[config.mk]
export PLATFORM = sky130hd
export DESIGN_NAME = serial_subtractor
export DESIGN_NICKNAME = d
export VERILOG_FILES = /design/src/rtl/serial_subtractor.sv
export SDC_FILE = /design/constraint.sdc
export NUM_CORES = 1
export LEC_CHECK = 0
export BUFFER_PORTS_ARGS = -buffer_cell sky130_fd_sc_hd__buf_2
export CAP_MARGIN = 20
export CORE_ASPECT_RATIO = 0.8
export CORE_MARGIN = 2
export CORE_UTILIZATION = 35
export CTS_BUF_LIST = sky130_fd_sc_hd__clkbuf_8
export CTS_CLUSTER_DIAMETER = 150
export DETAILED_ROUTE_END_ITERATION = 6
export SYNTH_ARGS = -nofsm -noshare
export SYNTH_HDL_FRONTEND = slang
export SYNTH_SLANG_ARGS = --single-unit
[constraint.sdc]
create_clock -name clk -period 1.9 [get_ports clk]
set_input_delay 0.285 -clock clk [delete_from_list [all_inputs] [get_ports clk]]
set_output_delay 0.285 -clock clk [all_outputs]
set_load 0.02 [all_outputs]
[src/rtl/serial_subtractor.sv]
// Bit-serial a - b, one bit per clock LSB first, behind a start/done handshake.
// Optional signed-overflow output enabled by defining SERIAL_SUBTRACTOR_OVF_EN.
module serial_subtractor #(
  parameter int unsigned WIDTH = 8
) (
  input  logic             clk,
  input  logic             rst,
  input  logic             start,
  input  logic [WIDTH-1:0] a,
  input  logic [WIDTH-1:0] b,
  output logic             busy,
  output logic             done,
  output logic [WIDTH-1:0] diff,
`ifdef SERIAL_SUBTRACTOR_OVF_EN
  output logic             ovf,
`endif
  output logic             borrow_out
);

  localparam int unsigned CNT_W = (WIDTH > 1) ? $clog2(WIDTH) : 1;

  typedef enum logic [1:0] {
    IDLE = 2'd0,
    RUN  = 2'd1,
    DONE = 2'd2
  } state_t;

  state_t             state_q, state_d;
  logic [WIDTH-1:0]   a_sh_q, a_sh_d;
  logic [WIDTH-1:0]   b_sh_q, b_sh_d;
  logic [WIDTH-1:0]   res_q, res_d;
  logic [WIDTH-1:0]   diff_q, diff_d;
  logic [CNT_W-1:0]   cnt_q, cnt_d;
  logic               borrow_q, borrow_d;
  logic               borrow_out_q, borrow_out_d;
  logic               busy_q, busy_d;
  logic               done_q, done_d;
`ifdef SERIAL_SUBTRACTOR_OVF_EN
  logic               ovf_q, ovf_d;
`endif

  logic               bit_x, bit_y, bit_bin, bit_d, bit_bout;
  logic [WIDTH-1:0]   res_next;

  // Full-subtractor slice on the current LSBs plus the carried borrow.
  always_comb begin
    bit_x    = a_sh_q[0];
    bit_y    = b_sh_q[0];
    bit_bin  = borrow_q;
    bit_d    = bit_x ^ bit_y ^ bit_bin;
    bit_bout = (~bit_x & bit_y) | (~(bit_x ^ bit_y) & bit_bin);
    res_next = (res_q >> 1) | (WIDTH'(bit_d) << (WIDTH - 1));
  end

  always_comb begin
    state_d      = state_q;
    a_sh_d       = a_sh_q;
    b_sh_d       = b_sh_q;
    res_d        = res_q;
    diff_d       = diff_q;
    cnt_d        = cnt_q;
    borrow_d     = borrow_q;
    borrow_out_d = borrow_out_q;
`ifdef SERIAL_SUBTRACTOR_OVF_EN
    ovf_d        = ovf_q;
`endif
    unique case (state_q)
      IDLE: begin
        if (start) begin
          a_sh_d   = a;
          b_sh_d   = b;
          borrow_d = 1'b0;
          cnt_d    = '0;
          state_d  = RUN;
        end
      end
      RUN: begin
        res_d    = res_next;
        a_sh_d   = a_sh_q >> 1;
        b_sh_d   = b_sh_q >> 1;
        borrow_d = bit_bout;
        cnt_d    = CNT_W'(cnt_q + 1'b1);
        if (cnt_q == CNT_W'(WIDTH - 1)) begin
          // MSB step: publish the full result and the final borrow.
          diff_d       = res_next;
          borrow_out_d = bit_bout;
`ifdef SERIAL_SUBTRACTOR_OVF_EN
          ovf_d        = (bit_x ^ bit_y) & (bit_d ^ bit_x);
`endif
          cnt_d        = '0;
          state_d      = DONE;
        end
      end
      DONE: begin
        state_d = IDLE;
      end
      default: begin
        state_d = IDLE;
      end
    endcase
    busy_d = (state_d == RUN);
    done_d = (state_d == DONE);
  end

  always_ff @(posedge clk) begin
    if (rst) begin
      state_q      <= IDLE;
      a_sh_q       <= '0;
      b_sh_q       <= '0;
      res_q        <= '0;
      diff_q       <= '0;
      cnt_q        <= '0;
      borrow_q     <= 1'b0;
      borrow_out_q <= 1'b0;
      busy_q       <= 1'b0;
      done_q       <= 1'b0;
`ifdef SERIAL_SUBTRACTOR_OVF_EN
      ovf_q        <= 1'b0;
`endif
    end else begin
      state_q      <= state_d;
      a_sh_q       <= a_sh_d;
      b_sh_q       <= b_sh_d;
      res_q        <= res_d;
      diff_q       <= diff_d;
      cnt_q        <= cnt_d;
      borrow_q     <= borrow_d;
      borrow_out_q <= borrow_out_d;
      busy_q       <= busy_d;
      done_q       <= done_d;
`ifdef SERIAL_SUBTRACTOR_OVF_EN
      ovf_q        <= ovf_d;
`endif
    end
  end

  assign busy       = busy_q;
  assign done       = done_q;
  assign diff       = diff_q;
  assign borrow_out = borrow_out_q;
`ifdef SERIAL_SUBTRACTOR_OVF_EN
  assign ovf        = ovf_q;
`endif

endmodule
== Word level (Yosys, flattened, before mapping) ==
Cells that the tools add are included.

* Logic and storage cells: 40
* Flip-flop bits (word level): 41
* Input bits: 19
* Output and inout port bits: 11

* Add/sub/neg operators: 1
* Reduce and logical (&&, ||, !) cells: 4
* Mux-type cells: 12
* Bitwise gates (word level): 8
* Equal/unequal tests: 5

{| class="wikitable"
|+ Operators with widths
! cell !! count
|-
| $pmux 8 s2 || 2
|-
| $mux 8 || 2
|-
| $or 7x8->8 || 1
|-
| $mux 3 || 2
|-
| $pmux 3 s2 || 1
|-
| $eq 2x1->1 const B || 2
|-
| $mux 2 || 2
|-
| $pmux 2 s2 || 1
|-
| $reduce_and 2->1 || 2
|-
| $add 3x1->3 const B || 1
|-
| $eq 3x3->1 const B || 1
|-
| $and 1x1->1 || 2
|-
| $eq 2x2->1 const B || 1
|-
| $logic_not 2->1 || 1
|-
| $ne 2x2->1 const B || 1
|-
| $not 1->1 || 2
|-
| $pmux 1 s2 || 1
|-
| $reduce_bool 2->1 || 1
|-
| $xor 1x1->1 || 2
|-
| $mux 1 || 1
|-
| $or 1x1->1 || 1
|}

== Longest topological paths before layout ==
Gate-level depths: netlist (run 1).

* Depth after elaboration: 5
* Depth in mapped cells: 6
* Mapped depth without buffers: 5

== Least setup slack after synthesis (run 1) ==
OpenSTA, ideal clock, no wires.

* Path kind: register to register
* Start: reg cnt_q[0]
* End: reg diff_q[7], in the netlist diff[7]
* Path slack: 0.568 ns
* Cell stages (with the launch flop): 6
* Path buffers: 1
* Required time: 1.814 ns
* Period minus slack after synthesis: 1.332 ns
* Arrival time: 1.246 ns
* Setup time: 0.086 ns
* Cell sequence: dfxtp_1 ha_1 ha_1 and3b_1 buf_4 a211oi_1

* Word-level cells in the longest chain between the ends: 2

{| class="wikitable"
|+ Ends and longest elaborated chain
! what !! line !! text
|-
| start: declaration || 33 || <nowiki>logic [CNT_W-1:0] cnt_q, cnt_d;</nowiki>
|-
| start signal: assignment || 126 || <nowiki>cnt_q <= cnt_d;</nowiki>
|-
| $eq 3x3->1 || 83 || <nowiki>if (cnt_q == CNT_W'(WIDTH - 1)) begin</nowiki>
|-
| $reduce_and 2->1 (no source line) || n/a ||
|-
| end signal: assignment || 125 || <nowiki>diff_q <= diff_d;</nowiki>
|-
| end: declaration || 32 || <nowiki>logic [WIDTH-1:0] diff_q, diff_d;</nowiki>
|}

Every way passes these cells.
A chain may end at the register's enable or synchronous reset.

== Worst setup path in the final report (run 1) ==
Same ends and word-level chain as after synthesis.

==> results.md, run 1 <==
* Status: completed
* Initial DRC Count at 68
* Fmax at roughly 0.66 GHz
* Row count at 22
* Post-synthesis adder-cell area fraction at 2.754%
* Post-Synthesis Cells at ~170
* Yosys reg bits at 40
* Avg Cell Area, Syn at 9.734 um^2
* CP cell instances: ha_1 -> ha_1 -> and3b_1 -> nor2_1 -> a211oi_1
* Clk pwr share at 33.8%
* Share of layout cells above drive strength 1 at 26.00%
* N_diodes at 0
* Routed WL at 2899 um
* Leak at 0.7787 nW
* Comb power frac at between 10% and 20%
* Internal at 0.001212 W
* CTS Buf Count at 5
* Post-synthesis mux area share at 8.569%
* Crit path launch type: register
* Largest cells by area after synthesis: dfxtp_1 (49%), mux2i_1 (8.6%), nand2_1 (6.7%)
* Crit-path slowest cell: and3b_1
* Worst Skew at 10.16 ps
* Register area share after synthesis at around half
* Die Y at 65.14 um
* Number of max-cap violations at 0
* CTS tree: yes
* Power, Total at 0.001618 W
* CP max FO at 10
* Switch Pwr at between 0.0004 and 0.0005 W
* XOR/XNOR share of the synthesized area at 0%
* Grt ovf at 0
* Final hold viol count at 0
* Die width at 80.42 um
* CTS resizes at 0
* GPL Wtd Cong at 0.6684
* Setup CP Type: register to register
* Switching fraction of total power at 25.13%
* Most common cell after layout, fill and taps aside: dfxtp_1
* Design Area, Final at 1906 um^2
* Root Driver: clkbuf_8
* Per-cell routed wire length at 11.15 um
* Worst endpoint required time at 2100 ps
* Core area at 4542 um^2
* Crit-path most repeated cell: ha_1
* Setup TNS Final at 0 ps
* Final Slew Violations at 0
* Initial core utilization at 36.01%
* Slew headroom at between 70% and 80%
* Min Hold Slack at 235.9 ps
* Top-area cell type share of the netlist area at approximately half
* Number of distinct library cells after synthesis at 25
* Vias per inst at 4.750
* Synth Area in Simple Gates at between 10% and 20%
* Area growth syn-to-layout at 16.53%
* Largest family of logic cells by synthesized area: compound AO/OA/AOI/OAI gates
* Global-route wire length before repair at approximately 5000 um
* Endpoints failing setup at 0
* Post-Synthesis Cell Area at 1635 um^2
* # DRC at 0
* Compound-cell area share of the yosys netlist at 18.67%
* Longest Clk Path Bufs at 2
* DR vias at 1235
* RSZ-0062 raised after global routing: false
* Clk slew on worst S/H paths at around 80 ps
* Io pins at 30
* Pre-antenna DRT Iters at 4
* Peak supply drop at 0.3450 mV
* Cell Area, Placed at 1818 um^2
* Crit path time final at 1524 ps
* CTS Sinks at 40
* Crit path max-delay family: simple AND/OR/NAND/NOR gates
* Worst-Margin Slew at around 370 ps
* Post-DP HPWL at 1987 um
* Antenna violations before repair at 0
* Number of setup buffers added after CTS at 0
* Synthesized net count at 190
* I/O Buffers at 29
* WP buf/inv at 0
* Tcrit/Tclk final at 80.19%
* Final #Nets at between 200 and 250
* Crit. End Element: register
* DP Worst Slack at 363.1 ps
* Largest net degree at the start of global routing at 41
* Most area-hungry cell type in the Yosys netlist: dfxtp_1
* PD cells at 849.3 nW/um^2
* GRT Total Usage at 12.32%
* Worst Hold Class: primary input to register
* Die Footprint at around 5200 um^2
* Crit-path max cell delay at 400 ps
* H-tree depth at 2
* Share of power burned in registers at 55.5%
* Final ANT Viol Nets at 0
* CTS Hold Bufs at 0
* Synth warn at 0
* Vias in the first global route at 1150
* Skew-Pair Late Insertion Delay at ~290 ps
* Most frequent cells in the layout: dfxtp_1 (40), nand2_1 (29), buf_2 (29)
* Crit path DAT at 1730 ps
* Worst setup margin at 376.4 ps
## synthesized netlist by cell type
cell type and instances:
fa_1 1, nand2b_1 1, nand3b_2 1, a32oi_1 1, or3_1 1, a22oi_1 4, buf_12 1, a21oi_1 15
and3b_1 1, o21bai_2 1, inv_1 2, dfxtp_1 40, mux2i_1 14, nor2b_1 1, nor3b_1 1, ha_1 2
a211oi_2 7, buf_4 2, a211oi_1 11, clkbuf_1 3, o21ba_1 1, buf_1 1, buf_6 4, nand2_1 29
nor2_1 23
## registers in the layout (all words and copies together), names as in the netlist
signal / flops
a_sh_q: 8
b_sh_q: 8
bit_bin: 1
borrow_out: 1
busy: 1
cnt_q: 3
diff: 8
done: 1
res_q: 7
state_q: 2
## worst paths after layout
kind / start / end / slack (ps) / cells past startpoint
setup / recovery: cnt_q[0]$_SDFFE_PP0P_ / diff[7]$_SDFFE_PP0P_ / 380 / 5
hold / removal: b[7] / b_sh_q[7]$_SDFFE_PP0P_ / 240 / 3
setup reg to reg: cnt_q[0]$_SDFFE_PP0P_ / diff[7]$_SDFFE_PP0P_ / 380 / 5
hold reg to reg: diff[3]$_SDFFE_PP0P_ / diff[3]$_SDFFE_PP0P_ / 450 / 2
## per-stage QoR
stage / cells / utilization, %
finish: 260 / 41.96
global route: 260 / 41.96
CTS: 260 / 41.96
detailed placement: 252 / 40.03
global placement: 252 / 40.03
floorplan: 168 / -
## layout make-up
type	count	area, um^2
Clock inverter	3	18.77
Timing Repair Buffer	35	202.7
Inverter	2	7.507
Sequential cell	40	800.8
Clock buffer	5	68.82
Tap cell	60	75.07
Fill cell	477	2636
Multi-Input combinational cell	115	732.0
## tightest hold or removal path, cell delays in order
cell and delay (ps):
buf_2 80, a22oi_1 50, nor2_1 80
## routing by layer
layer	track usage, %	wire (um)
met1	16.21	1420
met2	18.85	1266
met3	3.297	182
met4	5.720	29
met5	0	0
## power by group through the flow
stage               Combinational, W  Sequential [W]  Clock, W
global route                0.000196        0.000904  0.000600
global placement            0.000174        0.000917         0
CTS                         0.000175        0.000898  0.000566
finish                      0.000173        0.000898  0.000547
floorplan                   0.000138        0.000913         0
detailed placement          0.000174        0.000918         0
## cells by family (layout without fill, tap and decap cells)
kind of cell	Yosys count	in the layout
AOI/OAI and AO/OA	40	40
adders and majority gates	3	3
buffers and inverters	13	45
DFF	40	40
muxes	14	14
and+or+nand+nor	58	58
No activity file was read; power rests on OpenSTA's default activity.
==> inputs of run 2 (changes only) <==
- clock period: 1.9 -> 1.44 ns (I/O delays scaled with it)
==> run 2 against run 1 <==
Effect of this change:
- utilization is 1.4 points higher
- total power is 36% higher
- sequential power is 33% higher
==> results.md, run 2 (same netlist as run 1, synthesis figures left out) <==
* Endpoints failing setup at 0
* CTS Buf Count at 5
* Die Footprint at 5239 um^2
* Root Driver: clkbuf_8
* FF-to-FF path depth at 6
* FF-to-FF setup slack at 140 ps
* Longest Clk Path Bufs at 2
* Final hold viol count at 0
* Io pins at 30
* Final ANT Viol Nets at 0
* GRT Total Usage at 12.91%
* Fmax at 0.7671 GHz
* Worst Skew at 9.475 ps
* Largest net degree at the start of global routing at 29
* Skew-Pair Late Insertion Delay at 290 ps
* Worst Hold Launch: b[7]
* Leak at between 0.8 and 0.9 nW
* Hold Path Cell Cnt at 3
* Peak supply drop at 0.4561 mV
* Die Y at 65.14 um
* Worst Hold Class: primary input to register
* Design Area, Final at 1969 um^2
* Most frequent cells in the layout: dfxtp_1 (39), nand2_1 (29), buf_2 (29)
* CP max FO at 7
* Crit path launch type: register
* DR vias at 1228
* Reg-to-reg startpoint: cnt_q[0]$_SDFFE_PP0P_
* Clk slew on worst S/H paths at ~80 ps
* Setup CP Type: register to register
* CTS tree: yes
* Row count at 22
* Crit. End Element: register
* Worst endpoint required time at 1620 ps
* Tcrit/Tclk final at 90.53%
* Min Hold Slack at 167.7 ps
* Post-DP HPWL at ~2100 um
* H-tree depth at 2
* Final #Nets at ~230
* Global-route wire length before repair at 5209 um
* Initial core utilization at around 36%
* Hold worst-path end: b_sh_q[7]$_SDFFE_PP0P_
* Core area at 4542 um^2
* Finished Core Util at 43.36%
* Number of setup buffers added after CTS at 0
* Status: completed
* Share of layout cells above drive strength 1 at around 30%
* Slew headroom at 75.49%
* Area of the multi-input gates at about 750 um^2
* Crit path time final at 1304 ps
* CTS Sinks at 40
* Register area at between 800 and 900 um^2
* Final Slew Violations at 0
* I/O Buffers at 29
* Cell Area, Placed at 1856 um^2
* Worst-Margin Slew at 367.5 ps
* Most common cell after layout, fill and taps aside: dfxtp_1
* Initial DRC Count at 31
* # DRC at 0
* RSZ-0062 raised after global routing: false
* Capture point of the worst reg-to-reg path: diff[3]$_SDFFE_PP0P_
* Die width at 80.42 um
* Crit path DAT at 1480 ps
* Vias in the first global route at 1217
* Per-cell routed wire length at 11.31 um
* Setup TNS Final at 0 ps
* Antenna violations before repair at 0
* Area growth syn-to-layout at 20.43%
* Number of max-cap violations at 0
* PD cells at about 1100 nW/um^2
* Routed WL at roughly 3000 um
* Grt ovf at 0
* N_diodes at 0
* Fill cells at 464
* Vias per inst at 4.634
* Pre-antenna DRT Iters at 4
* GPL Wtd Cong at 0.7135
## run 2: how the worst max path moves through the flow
stage,from,to,slack [ps],cells after the start
after global routing,cnt_q[1]$_SDFFE_PP0P_,diff[0]$_SDFFE_PP0P_,8,6
after CTS,cnt_q[0]$_SDFFE_PP0P_,diff[3]$_SDFFE_PP0P_,60,6
after detailed placement,cnt_q[0]$_SDFFE_PP0P_,diff[3]$_SDFFE_PP0P_,50,6
final,cnt_q[0]$_SDFFE_PP0P_,diff[3]$_SDFFE_PP0P_,140,6
after global placement,cnt_q[0]$_SDFFE_PP0P_,diff[1]$_SDFFE_PP0P_,110,6
after floorplan,cnt_q[0]$_SDFFE_PP0P_,diff[7]$_SDFFE_PP0P_,110,5
## run 2: area by class of cell
type | count | area share, %
multi-input cells | 115 | 37.99
clock inverters | 2 | 0.6989
well taps | 60 | 3.812
repair buffers | 40 | 12.20
clock buffers | 6 | 4.193
inverters | 2 | 0.3812
flip-flops and latches | 40 | 40.72
## run 2: what timing repair did
action / CTS / global route
hold buffers: 0 / 0
setup endpoints to repair: 0 / 7
resized for setup: 0 / 5
## run 2: worst max-delay path: stages (launching register included)
cell     delay (ps)
dfxtp_2         330
ha_2            190
ha_4            170
and3b_2         230
buf_4           160
nand2_1          70
a21oi_1          50
## run 2: through the flow
step	total power (W)	std cells	worst slack, ps
6_report	0.002194	265	136.3
5_1_grt	0.002317	265	8.115
3_5_place_dp	0.001451	257	50.54
3_3_place_gp	0.001449	257	108.9
4_1_cts	0.002236	265	55.03
2_1_floorplan	0.001387	168	108.4
## run 2: power by group
group,switching (W),internal [W]
combinational,0.000124,0.000114
clock,0.000379,0.000391
sequential,0.0000292,0.00116
total,0.000532,0.00166
## run 2: layer usage
| metal | global-route usage [%] | up-vias | part of all wire (%) | wire (um) |
|---|---|---|---|---|
| met1 | 16.05 | 545 | 49 | 1473 |
| met2 | 21.35 | 20 | 46 | 1375 |
| met4 | 5.085 | 0 | 1.4 | 42 |
| met5 | 0 | - | 0 | 0 |
| li1 | - | 658 | - | - |
| met3 | 3.434 | 5 | 3.5 | 105 |
